--- config.mk ---
export PLATFORM = sky130hd
export DESIGN_NAME = demux_1_to_2_reg_flat
export DESIGN_NICKNAME = d
export VERILOG_FILES = /design/src/rtl/demux_1_to_2_reg_pkg.sv /design/src/rtl/demux_1_to_2_reg_if.sv /design/src/rtl/demux_1_to_2_reg_slot.sv /design/src/rtl/demux_1_to_2_reg.sv /design/src/flat_wrapper.sv
export SDC_FILE = /design/constraint.sdc
export NUM_CORES = 1
export LEC_CHECK = 0
export BUFFER_PORTS_ARGS = -buffer_cell sky130_fd_sc_hd__buf_2
export CAP_MARGIN = 5
export CORE_MARGIN = 4
export CORE_UTILIZATION = 40
export DETAILED_ROUTE_END_ITERATION = 8
export MAX_ROUTING_LAYER = met4
export PLACE_DENSITY = 0.67
export SLEW_MARGIN = 25
export SYNTH_ARGS = -nofsm -noshare
export SYNTH_HDL_FRONTEND = slang
export SYNTH_SLANG_ARGS = --single-unit
--- constraint.sdc ---
create_clock -name clk_i -period 2.1 [get_ports clk_i]
set_input_delay 0.21 -clock clk_i [delete_from_list [all_inputs] [get_ports clk_i]]
set_output_delay 0.21 -clock clk_i [all_outputs]
set_load 0.02 [all_outputs]
--- src/rtl/demux_1_to_2_reg_pkg.sv ---
// Shared constants for the registered 1-to-2 stream demultiplexer.
package demux_pkg;
  localparam logic SEL_OUT0    = 1'b0;
  localparam logic SEL_OUT1    = 1'b1;
  localparam int   DEMUX_SIZE  = 32;
  localparam int   DEMUX_CNT_W = 8;
  localparam int   NUM_OUT     = 2;
endpackage

--- src/rtl/demux_1_to_2_reg_if.sv ---
// Stream bundle: one valid/ready input, two valid/ready outputs, debug counters.
interface demux_1_to_2_reg_if #(
  parameter int size  = 32,
  parameter int CNT_W = 8
);
  logic [size-1:0]  data_i;
  logic             select_i;
  logic             valid_i;
  logic             ready_o;
  logic [size-1:0]  data0_o;
  logic             valid0_o;
  logic             ready0_i;
  logic [size-1:0]  data1_o;
  logic             valid1_o;
  logic             ready1_i;
  logic [CNT_W-1:0] count0_o;
  logic [CNT_W-1:0] count1_o;

  modport master (
    output data_i, select_i, valid_i, ready0_i, ready1_i,
    input  ready_o, data0_o, valid0_o, data1_o, valid1_o, count0_o, count1_o
  );

  modport slave (
    input  data_i, select_i, valid_i, ready0_i, ready1_i,
    output ready_o, data0_o, valid0_o, data1_o, valid1_o, count0_o, count1_o
  );
endinterface

--- src/rtl/demux_1_to_2_reg_slot.sv ---
// Single-entry output register with fill/drain priority and a wrapping handshake counter.
module demux_out_slot #(
  parameter int size  = 32,
  parameter int CNT_W = 8
) (
  input  logic             clk_i,
  input  logic             rst_i,
  input  logic             i_fill,
  input  logic [size-1:0]  i_data,
  input  logic             i_ready,
  output logic             o_open,
  output logic             o_valid,
  output logic [size-1:0]  o_data,
  output logic [CNT_W-1:0] o_count
);
  logic [size-1:0]  r_data;
  logic             r_full;
  logic [CNT_W-1:0] r_count;
  logic             w_drain;

  assign w_drain = r_full && i_ready;
  // Open when empty or draining this cycle, so a full slot can stream 1 beat/cycle.
  assign o_open  = !r_full || i_ready;
  assign o_valid = r_full;
  assign o_data  = r_data;
  assign o_count = r_count;

  always_ff @(posedge clk_i) begin
    if (rst_i) begin
      r_data  <= '0;
      r_full  <= 1'b0;
      r_count <= '0;
    end else begin
      if (i_fill) begin
        r_data <= i_data;
        r_full <= 1'b1;
      end else if (w_drain) begin
        r_full <= 1'b0;
      end
      if (w_drain) r_count <= r_count + 1'b1;
    end
  end
endmodule

--- src/rtl/demux_1_to_2_reg.sv ---
// Registered 1-to-2 demux: select decode and ready mux around two output slots.
module demux_1_to_2_reg
  import demux_pkg::*;
#(
  parameter int size  = DEMUX_SIZE,
  parameter int CNT_W = DEMUX_CNT_W
) (
  input logic               clk_i,
  input logic               rst_i,
  demux_1_to_2_reg_if.slave bus
);
  logic [NUM_OUT-1:0]            w_open;
  logic [NUM_OUT-1:0]            w_fill;
  logic [NUM_OUT-1:0]            w_rdy;
  logic [NUM_OUT-1:0]            w_vld;
  logic [NUM_OUT-1:0][size-1:0]  w_data;
  logic [NUM_OUT-1:0][CNT_W-1:0] w_cnt;
  logic                          w_in_fire;

  // Ready depends only on the selected slot, never on valid_i.
  assign bus.ready_o = (bus.select_i == SEL_OUT1) ? w_open[1] : w_open[0];
  assign w_in_fire   = bus.valid_i && bus.ready_o;
  assign w_fill[0]   = w_in_fire && (bus.select_i == SEL_OUT0);
  assign w_fill[1]   = w_in_fire && (bus.select_i == SEL_OUT1);
  assign w_rdy       = {bus.ready1_i, bus.ready0_i};

  for (genvar g = 0; g < NUM_OUT; g++) begin : g_slot
    demux_out_slot #(.size(size), .CNT_W(CNT_W)) u_slot (
      .clk_i   (clk_i),
      .rst_i   (rst_i),
      .i_fill  (w_fill[g]),
      .i_data  (bus.data_i),
      .i_ready (w_rdy[g]),
      .o_open  (w_open[g]),
      .o_valid (w_vld[g]),
      .o_data  (w_data[g]),
      .o_count (w_cnt[g])
    );
  end

  assign bus.valid0_o = w_vld[0];
  assign bus.valid1_o = w_vld[1];
  assign bus.data0_o  = w_data[0];
  assign bus.data1_o  = w_data[1];
  assign bus.count0_o = w_cnt[0];
  assign bus.count1_o = w_cnt[1];
endmodule

--- src/flat_wrapper.sv ---
// flat-port wrapper written by rule: the top's interface ports become plain ports
module demux_1_to_2_reg_flat import demux_pkg::*;
#(
  parameter int size  = DEMUX_SIZE,
  parameter int CNT_W = DEMUX_CNT_W
)
  (clk_i, rst_i, bus_data_i, bus_select_i, bus_valid_i, bus_ready0_i, bus_ready1_i, bus_ready_o, bus_data0_o, bus_valid0_o, bus_data1_o, bus_valid1_o, bus_count0_o, bus_count1_o);
  demux_1_to_2_reg_if #(.size(size), .CNT_W(CNT_W)) bus_i ();
  input logic clk_i;
  input logic rst_i;
  input wire logic [$bits(bus_i.data_i)-1:0] bus_data_i;
  input wire logic [$bits(bus_i.select_i)-1:0] bus_select_i;
  input wire logic [$bits(bus_i.valid_i)-1:0] bus_valid_i;
  input wire logic [$bits(bus_i.ready0_i)-1:0] bus_ready0_i;
  input wire logic [$bits(bus_i.ready1_i)-1:0] bus_ready1_i;
  output wire logic [$bits(bus_i.ready_o)-1:0] bus_ready_o;
  output wire logic [$bits(bus_i.data0_o)-1:0] bus_data0_o;
  output wire logic [$bits(bus_i.valid0_o)-1:0] bus_valid0_o;
  output wire logic [$bits(bus_i.data1_o)-1:0] bus_data1_o;
  output wire logic [$bits(bus_i.valid1_o)-1:0] bus_valid1_o;
  output wire logic [$bits(bus_i.count0_o)-1:0] bus_count0_o;
  output wire logic [$bits(bus_i.count1_o)-1:0] bus_count1_o;
  assign bus_i.data_i = bus_data_i;
  assign bus_i.select_i = bus_select_i;
  assign bus_i.valid_i = bus_valid_i;
  assign bus_i.ready0_i = bus_ready0_i;
  assign bus_i.ready1_i = bus_ready1_i;
  assign bus_ready_o = bus_i.ready_o;
  assign bus_data0_o = bus_i.data0_o;
  assign bus_valid0_o = bus_i.valid0_o;
  assign bus_data1_o = bus_i.data1_o;
  assign bus_valid1_o = bus_i.valid1_o;
  assign bus_count0_o = bus_i.count0_o;
  assign bus_count1_o = bus_i.count1_o;
  demux_1_to_2_reg #(.size(size), .CNT_W(CNT_W)) u_core (.clk_i(clk_i), .rst_i(rst_i), .bus(bus_i));
endmodule
==> results by group, run 1 <==
CTS
  • Clk buf depth: 2
  • CTS tree: built
  • Post-CTS Setup Bufs: 0
  • Clock Sinks: 82
  • CTS clk-pin slew, worst paths: 0.09 ns
  • Worst-Skew Late Latency: about 0.35 ns
  • H-tree Lvls: 3
  • CTS Buf Count: 9
  • Root Buffer: clkbuf_8
  • Post_cts resized: 0
  • # hold bufs at CTS: 0

Power and ir drop
  • Seq pwr share: 49.8%
  • Leakage: 1.73 nW
  • Clk network pwr share: roughly two fifths
  • Switch share: 26.7%
  • Comb power frac: 11.7%
  • P_sw: 0.886 mW
  • Internal power: 2.43 mW
  • PD cells: 804 mW/mm²
  • VDD IR max: 0.354 mV

Floorplanning
  • Chip width: 97.9 µm
  • # IOs: 121
  • Core area: 0.00781 mm²
  • Starting density of the core: 41.4%
  • Die Height: ~100 µm
  • Cell row count: 32
  • Area of the die: 0.00958 mm²

Placement
  • Post-detail-place hpwl: ~6500 µm
  • Placed Instances: 584
  • GPL Wtd Cong: 0.809
  • Port bufs: 120

Worst setup path
  • Crit path kind: reg -> out
  • CP Launch Type: register
  • CP Data Arrival Time: 1.59 ns
  • Crit path capture type: output pin
  • CP required: 1.89 ns
  • Max FO, Critical Path: 13

Logic synthesis
  • Synth Instances: 389
  • Top-area cell type share of the netlist area: 50.8%
  • Seq/Total Area, Yosys: 50.8%
  • Yosys cell types: 23
  • Syn Area/Cell: 8.30 µm²
  • Yosys reg bits: between 80 and 90
  • Mapped cell area: about 0.0032 mm²
  • Syn. warnings: 0
  • Syn Nets: 429
  • Top cells by area, synth: dfxtp_1 (51%), a21oi_1 (12%), nand3_1 (11%)
  • Post-synth top area cell: dfxtp_1

Route
  • Average wire per standard cell: ~16 µm
  • Final ANT Viol Nets: 0
  • Drt drc: 0
  • First drt pass iteration count: 4
  • Drt initial violations: 175
  • Total Wirelength: 9410 µm
  • Via count: approximately 3300
  • Routed vias/inst: between 5 and 6

GRT
  • Vias in the first global route: 2999
  • Largest net degree at the start of global routing: 43
  • Gr ovfl total: 0
  • First-pass GRT wire length: 15000 µm
  • Initial antenna violation count: 0
  • Total Routing Usage GR: 19.5%

Layout
  • Share of cells above drive strength 1: between 30% and 40%
  • Area of the multi-input gates: 0.00143 mm²
  • Layout Area Growth over Synthesis: 27.5%
  • Fin cells: 601
  • Fillers: 754
  • Fin nets: 533
  • Sequential cell area: around 0.0016 mm²

STA
  • Fin crit share: 85.8%
  • Slew HR: 55.3%
  • Final setup violation count: 0
  • Slew Limit Fails: 0
  • Worst Max-Slew Pin Slew: 0.670 ns
  • Crit path time final: 1.80 ns
  • Clk_skew: ~0.012 ns
  • Final hold vios: 0
  • Sum Neg Setup Slack: 0 ns
  • Max Clk Rate: 555 MHz
  • RSZ-0062 raised after global routing: false

Run
  • Max Cap Violations: 0

Run status
  • Outcome: completed

Hold path
  • Min-Delay Path Class: in -> reg
power groups by stage:
| stage | combinational (mW) | clock (mW) | sequential [mW] |
|---|---|---|---|
| 3_3_place_gp | 0.382 | 0 | 1.68 |
| 4_1_cts | 0.389 | 1.30 | 1.65 |
| 2_1_floorplan | 0.153 | 0 | 1.76 |
| 6_report | 0.387 | 1.28 | 1.65 |
| 5_1_grt | 0.425 | 1.36 | 1.66 |
| 3_5_place_dp | 0.388 | 0 | 1.69 |
registers in the layout (all words and copies together), names as in the netlist:
name / cells
u_core.g_slot.u_slot.o_valid: 2
u_core.g_slot.u_slot.o_count: 16
u_core.g_slot.u_slot.o_data: 64
placed cells by master, fill, tap and decap left out, drive strengths merged, types with 2 or more instances in the layout:
master    n
bufinv    2
inv       4
or4       4
clkinv    2
o21ai    68
nand2     9
or3       4
nand4     4
clkbuf    9
ha        2
or2b      2
a21oi    77
nor2b     3
and2b     2
mux2      2
dfxtp    82
o31ai     4
buf     130
nor2      9
xor2      4
nand3    72
per-stage QoR:
stage / util [%] / power, mW / worst slack [ns] / hold slack [ns] / area, µm²
2_1_floorplan: - / 1.91 / 0.570 / 0.358 / 3230
3_3_place_gp: 49.9 / 2.06 / 0.702 / 0.459 / 3890
3_5_place_dp: 49.9 / 2.07 / 0.570 / 0.463 / 3890
4_1_cts: 52.7 / 3.34 / 0.287 / 0.0997 / 4120
5_1_grt: 52.7 / 3.44 / 0.207 / 0.102 / 4120
6_report: 52.8 / 3.31 / 0.299 / 0.108 / 4120
critical path, stage by stage (launching register included):
cell and delay (ns):
dfxtp_1 0.46, or2b_2 0.44, nor2_1 0.12, a21oi_1 0.05
buf_2 0.17
logic make-up (layout without fill, tap and decap cells):
kind of cell    Yosys count  after routing  synth area share, %
compound gates          149            149                 23.4
simple gates            111            111                 18.2
flops                    82             82                 50.8
buf+inv                  39            148                 5.07
xor+xnor                  4              4                 1.08
fa+ha+maj                 2              2                0.774
mux                       2              2                0.697
other cells               0              1                    0
metal layers:
metal	GRT usage [%]	vias to the layer above	share of wire, %
met4	4.58	0	0.72
li1	-	1602	-
met3	6.71	6	8.9
met1	24.9	1537	44
met2	30.1	120	46
met5	-	-	0
cell usage after synthesis:
cell	n
dfxtp_1	82
nor2b_1	3
nand3_2	2
buf_2	14
or3_2	2
or4_1	4
xor2_1	4
or3_1	2
inv_1	2
or2b_2	2
nand2_1	9
o21ai_0	68
ha_1	2
a21oi_1	77
nand2b_1	1
o31ai_1	4
and2_1	1
nor2_1	9
and2b_2	2
clkbuf_1	23
mux2_2	2
nand3_1	70
nand4_1	4
final cells by class:
class | count | share of cell area, %
diodes | 1 | 0.0607
clock buffers | 9 | 3.01
clock inverters | 7 | 2.46
inverters | 2 | 0.182
multi-input cells | 268 | 34.6
flip-flops and latches | 82 | 39.8
well taps | 102 | 3.10
repair buffers | 130 | 16.7
path summary, 6_finish.rpt:
| kind | start | end | slack, ns | depth (start not counted) |
|---|---|---|---|---|
| worst max-delay path | u_core.g_slot[0].u_slot.o_valid | bus_ready_o | 0.30 | 4 |
| worst min-delay path | bus_data_i[24] | u_core.g_slot[0].u_slot.o_data[24] | 0.11 | 3 |
| worst max register to register | u_core.g_slot[1].u_slot.o_valid | u_core.g_slot[1].u_slot.o_data[2] | 0.58 | 4 |
| worst min register to register | u_core.g_slot[1].u_slot.o_data[8] | u_core.g_slot[1].u_slot.o_data[8] | 0.47 | 2 |
Note: power is estimated with default switching activity, not from simulation.
==> run 2, diff against run 1 <==
--- a/config.mk
+++ b/config.mk
@@ -7,7 +7,6 @@
 export LEC_CHECK = 0
 export BUFFER_PORTS_ARGS = -buffer_cell sky130_fd_sc_hd__buf_2
 export CAP_MARGIN = 5
-export CORE_MARGIN = 4
 export CORE_UTILIZATION = 40
 export DETAILED_ROUTE_END_ITERATION = 8
 export MAX_ROUTING_LAYER = met4
==> constraint.sdc (replaced) <==
create_clock -name clk_i -period 2.1 [get_ports clk_i]
set_input_delay 0.315 -clock clk_i [delete_from_list [all_inputs] [get_ports clk_i]]
set_output_delay 0.315 -clock clk_i [all_outputs]
set_load 0.02 [all_outputs]
==> results by group, run 2 (synthesized netlist as in run 1, its figures left out) <==
Layout
  • Most frequent cells in the layout: buf_2 (120), dfxtp_1 (82), a21oi_1 (77), nand3_1 (70), o21ai_0 (68)
  • Diode count: 0 (-1)
  • Post-route cell area: 0.00410 mm² (-0.55%)
  • Layout Area Growth over Synthesis: 26.8%
  • Fin nets: 532 (-0.19%)
  • Fillers: 776 (+2.9%)
  • Share of cells above drive strength 1: 30.6% (-0.88 points)
  • Number of flip-flops under the largest register name: 64 (unchanged)
  • Core Util, Final: 52.8% (about the same)
  • Fin cells: 598 (-0.50%)
  • Commonest non-fill, non-tap cell in the layout: buf_2

CTS
  • CTS tree: built
  • CTS Buf Count: 9 (unchanged)
  • Clk buf depth: 2 (unchanged)
  • Worst-Skew Late Latency: 0.35 ns (about the same)
  • CTS clk-pin slew, worst paths: 0.08 ns (about the same)
  • Post-CTS Setup Bufs: 0 (unchanged)
  • Post_cts resized: 0 (unchanged)
  • # hold bufs at CTS: 0 (unchanged)
  • Clock Sinks: 82 (unchanged)
  • H-tree Lvls: 3 (unchanged)
  • Root Buffer: clkbuf_8

Worst setup path
  • Crit path kind: reg -> out
  • CP Data Arrival Time: 1.47 ns (-0.12 ns)
  • CP required: 1.78 ns (-0.11 ns)
  • CP peak stage delay: 0.49 ns (+0.03 ns)
  • Critical-path top delay cell: dfxtp_1
  • Crit path capture type: output pin
  • CP Launch Type: register
  • Max FO, Critical Path: 8 (-5)
  • CP Buf/Inv Count: 1 (unchanged)
  • Top delay family on crit path: flip-flops
  • CP Cell Sequence: or2b_2, nor2_1, a21oi_1, buf_2

Route
  • Drt initial violations: 155 (-11%)
  • Routed vias/inst: 5.37 (-1.1%)
  • First drt pass iteration count: 4 (unchanged)
  • Drt drc: 0 (unchanged)
  • Total Wirelength: 9040 µm (-4.0%)
  • Via count: 3214 (-1.6%)
  • Final ANT Viol Nets: 0 (unchanged)
  • Average wire per standard cell: 15.1 µm (-3.5%)

STA
  • Max Clk Rate: 559 MHz (+0.68%)
  • Clk_skew: 0.0113 ns (-0.000538 ns)
  • Final hold vios: 0 (unchanged)
  • Slew Limit Fails: 0 (unchanged)
  • Worst Max-Slew Pin Slew: 0.634 ns (-0.0358 ns)
  • Sum Neg Setup Slack: 0 ns (unchanged)
  • RSZ-0062 raised after global routing: false
  • Fin crit share: 85.2% (-0.58 points)
  • Slew HR: 57.7% (+2.4 points)
  • Crit path time final: 1.79 ns (-0.0122 ns)
  • Final setup violation count: 0 (unchanged)

Power and ir drop
  • Leakage: 1.72 nW (-0.83%)
  • Final Power: 3.23 mW (-2.5%)
  • PD cells: 788 mW/mm² (-2.0%)
  • VDD IR max: 0.353 mV (-0.36%)

Floorplanning
  • Starting density of the core: 41.6% (+0.21 points)
  • Area of the die: 0.00844 mm² (-12%)
  • Cell row count: 32 (unchanged)
  • Core area: 0.00777 mm² (-0.51%)
  • Chip width: 91.9 µm (-6.1%)
  • # IOs: 121 (unchanged)
  • Die Height: 91.9 µm (-6.1%)

GRT
  • Initial antenna violation count: 0 (unchanged)
  • First-pass GRT wire length: 14500 µm (-3.1%)
  • Vias in the first global route: 2954 (-1.5%)
  • Total Routing Usage GR: 22.3% (+2.7 points)
  • Largest net degree at the start of global routing: 39 (-9.3%)
  • Gr ovfl total: 0 (unchanged)

Run status
  • Outcome: completed

Placement
  • Port bufs: 120 (unchanged)
  • Post-detail-place hpwl: 6050 µm (-7.5%)
  • Placed Instances: 583 (-0.17%)
  • Area after DPL: 0.00390 mm² (+0.13%)
  • GPL Wtd Cong: 0.767 (-5.2%)

Hold path
  • Min-Delay Path Class: in -> reg

Run
  • Max Cap Violations: 0 (unchanged)
-- run 2: cell types whose count changed in the layout (fill, tap and decap cells not counted), sizes merged --
cell / previous run / this run
clkbuf: 9 / 12
clkinvlp: 1 / 0
diode: 1 / 0
inv: 4 / 2
clkinv: 2 / 1
buf: 130 / 129
-- run 2: power breakdown --
part	switching, mW	leakage (nW)	internal [mW]
clock	0.531	0.100	0.664
combinational	0.254	0.949	0.131
sequential	0.0332	0.668	1.62
total	0.818	1.72	2.41
-- run 2: per-layer routing --
| layer | vias up | GRT usage, % | wire (µm) |
|---|---|---|---|
| met5 | - | - | 0 |
| met4 | 0 | 6.51 | 66 |
| met3 | 11 | 5.47 | 569 |
| met2 | 99 | 35.6 | 4280 |
| met1 | 1509 | 27.9 | 4120 |
| li1 | 1595 | - | - |
-- run 2: stage by stage --
stage	setup WS, ns	hold slack, ns
after floorplan	0.465	0.463
after global placement	0.673	0.457
after detailed placement	0.617	0.464
after CTS	0.284	0.215
after global routing	0.170	0.209
final	0.311	0.222
-- run 2: area by class of cell --
class                           count  area, µm²  share of cell area, %
Clock buffer                       12        135                   3.30
Multi-Input combinational cell    268       1430                   34.8
Sequential cell                    82       1640                   40.1
Inverter                            2       7.51                  0.183
Tap cell                          102        128                   3.11
Timing Repair Buffer              129        693                   16.9
Clock inverter                      3       65.1                   1.59
-- run 2: path summary, 6_finish.rpt --
kind | start | end | slack, ns | depth (start not counted)
max | u_core.g_slot[0].u_slot.o_valid | bus_ready_o | 0.31 | 4
min | bus_data_i[7] | u_core.g_slot[1].u_slot.o_data[7] | 0.22 | 3
max reg2reg | u_core.g_slot[0].u_slot.o_valid | u_core.g_slot[0].u_slot.o_data[18] | 0.65 | 3
min reg2reg | u_core.g_slot[1].u_slot.o_data[0] | u_core.g_slot[1].u_slot.o_data[0] | 0.47 | 2
-- run 2: tightest hold or removal path, cell delays in order --
cell and delay, ns:
buf_2 0.10, nand3_1 0.06, a21oi_1 0.05
==> run 3, diff against run 2 <==
--- a/config.mk
+++ b/config.mk
@@ -10,8 +10,9 @@
 export CORE_UTILIZATION = 40
 export DETAILED_ROUTE_END_ITERATION = 8
 export MAX_ROUTING_LAYER = met4
-export PLACE_DENSITY = 0.67
+export PLACE_DENSITY = 0.68
 export SLEW_MARGIN = 25
 export SYNTH_ARGS = -nofsm -noshare
 export SYNTH_HDL_FRONTEND = slang
+export SYNTH_HIERARCHICAL = 1
 export SYNTH_SLANG_ARGS = --single-unit
==> results by group, run 3 <==
Logic synthesis
  • Top-count cell post-synth: dfxtp_1
  • Top cells by area, synth: dfxtp_1 (54%), mux2i_1 (21%), nor2_1 (8.4%)
  • Seq/Total Area, Yosys: 54.0% (+3.2 points)
  • Post-synth top area cell: dfxtp_1
  • Synth Instances: 301 (-23%)
  • Syn Area/Cell: 10.1 µm² (+22%)
  • Ys async rst share: 0% (unchanged)
  • Post-synth top cells: dfxtp_1 (82), nor2_1 (68), mux2i_1 (64), a21oi_1 (14)
  • Yosys reg bits: 82 (unchanged)
  • Number of flops mapped to enable cells by yosys: 0 (unchanged)
  • Top-area cell type share of the netlist area: 54.0% (+3.2 points)
  • Commonest register cell after synthesis: dfxtp_1
  • Syn Nets: 341 (-21%)
  • Mapped cell area: 0.00304 mm² (-5.9%)
  • Yosys cell types: 20 (-13%)
  • Syn. warnings: 6 (+6)

Route
  • Final ANT Viol Nets: 0 (unchanged)
  • Total Wirelength: 6530 µm (-28%)
  • Drt initial violations: 73 (-53%)
  • Routed vias/inst: 4.80 (-11%)
  • Drt drc: 0 (unchanged)
  • First drt pass iteration count: 4 (unchanged)
  • Via count: 2508 (-22%)
  • Average wire per standard cell: 12.5 µm (-17%)

Floorplanning
  • Core area: 0.00729 mm² (-6.1%)
  • # IOs: 121 (unchanged)
  • Cell row count: 31 (-3.1%)
  • Area of the die: 0.00795 mm² (-5.8%)
  • Die Height: 89.2 µm (-2.9%)
  • Starting density of the core: 41.7% (+0.10 points)
  • Chip width: 89.2 µm (-2.9%)

STA
  • Final setup violation count: 0 (unchanged)
  • Sum Neg Setup Slack: 0 ns (unchanged)
  • Slew HR: 77.3% (+20 points)
  • Clk_skew: 0.0133 ns (+0.00197 ns)
  • RSZ-0062 raised after global routing: false
  • Fin crit share: 79.5% (-5.7 points)
  • Max Clk Rate: 599 MHz (+7.1%)
  • Final worst slack: 0.430 ns (+0.119 ns)
  • Final hold vios: 0 (unchanged)
  • Slew Limit Fails: 0 (unchanged)
  • Worst Max-Slew Pin Slew: 0.340 ns (-0.294 ns)
  • Crit path time final: 1.67 ns (-0.119 ns)

CTS
  • # hold bufs at CTS: 0 (unchanged)
  • CTS clk-pin slew, worst paths: 0.09 ns (about the same)
  • Clk buf depth: 2 (unchanged)
  • Clock Sinks: 82 (unchanged)
  • CTS tree: built
  • Post-CTS Setup Bufs: 0 (unchanged)
  • Root Buffer: clkbuf_8
  • Worst-Skew Late Latency: 0.34 ns (about the same)
  • Post_cts resized: 0 (unchanged)
  • H-tree Lvls: 3 (unchanged)
  • CTS Buf Count: 9 (unchanged)

Worst setup path
  • CP Launch Type: register
  • CP Cell Sequence: nand2b_1, mux2_4, buf_2
  • Worst r2r src: u_core/g_slot[0].u_slot/o_valid
  • Worst R2R Path Depth: 5 (+2)
  • CP required: 1.78 ns (about the same)
  • Worst R2R End: u_core/g_slot[0].u_slot/o_data[19]
  • CP Data Arrival Time: 1.36 ns (-0.11 ns)
  • Critical-path top delay cell: dfxtp_1
  • Max FO, Critical Path: 7 (-1)
  • CP Buf/Inv Count: 1 (unchanged)
  • Crit path kind: reg -> out
  • Top delay family on crit path: flip-flops
  • Crit path capture type: output pin
  • R2R Setup Slk: 0.66 ns (about the same)
  • CP peak stage delay: 0.45 ns (-0.04 ns)

Run
  • Max Cap Violations: 0 (unchanged)

Placement
  • Post-detail-place hpwl: 4450 µm (-27%)
  • Port bufs: 120 (unchanged)
  • Place WS: 0.549 ns (-0.0678 ns)
  • Placed Instances: 506 (-13%)
  • GPL Wtd Cong: 0.744 (-3.0%)

Run status
  • Outcome: completed

Layout
  • Core Util, Final: 53.8% (+1.0 points)
  • Most frequent cells in the layout: buf_2 (120), dfxtp_1 (82), nor2_1 (68), mux2i_1 (64), a21oi_1 (14)
  • Fin cells: 522 (-13%)
  • Diode count: 0 (unchanged)
  • Share of cells above drive strength 1: 34.3% (+3.6 points)
  • Number of flip-flops under the largest register name: 64 (unchanged)
  • Layout Area Growth over Synthesis: 29.0%
  • Commonest non-fill, non-tap cell in the layout: buf_2
  • Fin nets: 458 (-14%)

GRT
  • Total Routing Usage GR: 16.8% (-5.5 points)
  • Busiest metal layer after global routing: met2
  • M1 GR Usage: 20.4% (-7.5 points)
  • M3 GR Usage: 4.80% (-0.67 points)
  • First-pass GRT wire length: 9940 µm (-32%)
  • Gr ovfl total: 0 (unchanged)
  • GR Layer Usage met2: 26.3% (-9.3 points)
  • Largest net degree at the start of global routing: 83 (+110%)
  • Initial antenna violation count: 0 (unchanged)
  • Vias in the first global route: 2187 (-26%)

Power and ir drop
  • Leakage: 1.81 nW (+5.2%)
  • Final Power: 3.05 mW (-5.4%)
  • VDD IR max: 0.363 mV (+2.7%)
  • PD cells: 778 mW/mm² (-1.2%)

Hold path
  • Hold depth: 3 (unchanged)
  • Worst Hold Launch: bus_data_i[0]
  • Min-Delay Path Class: in -> reg
  • Hold Path Sink: u_core/g_slot[1].u_slot/o_data[0]
## run 3: worst max path at each step
| stage | depth (start not counted) | end | start |
|---|---|---|---|
| floorplan | 6 | u_core/g_slot[0].u_slot/o_data[31] | u_core/g_slot[0].u_slot/o_valid |
| global placement | 6 | u_core/g_slot[1].u_slot/o_data[29] | bus_ready1_i |
| detailed placement | 6 | u_core/g_slot[0].u_slot/o_data[18] | bus_ready0_i |
| CTS | 3 | bus_ready_o | u_core/g_slot[1].u_slot/o_valid |
| global route | 3 | bus_ready_o | u_core/g_slot[0].u_slot/o_valid |
| finish | 3 | bus_ready_o | u_core/g_slot[1].u_slot/o_valid |
## run 3: worst min-delay path, delay by kind of cell
kind | cells | cell delay [ns]
buf+inv | 1 | 0.08
mux | 1 | 0.06
simple gates | 1 | 0.07
## run 3: kinds of logic (layout without fill, tap and decap cells)
| group | after synthesis | count (layout) | share of synthesized area, % |
|---|---|---|---|
| DFF | 82 | 82 | 54.0 |
| buffers and inverters | 22 | 144 | 3.05 |
| xor gates and xnor gates | 4 | 4 | 1.15 |
| AOI/OAI and AO/OA | 24 | 24 | 4.44 |
| adders and majority gates | 2 | 2 | 0.823 |
| muxes | 65 | 65 | 21.6 |
| and+or+nand+nor | 102 | 102 | 15.0 |
## run 3: power breakdown
part           switching, mW  leakage [nW]  internal [mW]
sequential            0.0351         0.669           1.62
clock                  0.556        0.0882          0.461
combinational          0.228          1.05          0.154
## run 3: per-layer routing
metal  part of all wire, %  up-vias
li1                      -     1262
met1                    47     1146
met2                    45       93
met3                   7.6        7
met4                   1.0        0
met5                     0        -
## run 3: layout make-up
class,instances,area (µm²)
Clock buffer,10,138
Clock inverter,6,42.5
Fill cell,714,3370
Inverter,4,15.0
Multi-Input combinational cell,197,1310
Sequential cell,82,1640
Tap cell,99,124
Timing Repair Buffer,124,656
## run 3: metrics by stage
| step | area, µm² | hold WS [ns] |
|---|---|---|
| floorplan | 3040 | 0.462 |
| global placement | 3740 | 0.459 |
| detailed placement | 3740 | 0.476 |
| CTS | 3920 | 0.209 |
| global route | 3920 | 0.212 |
| finish | 3920 | 0.223 |
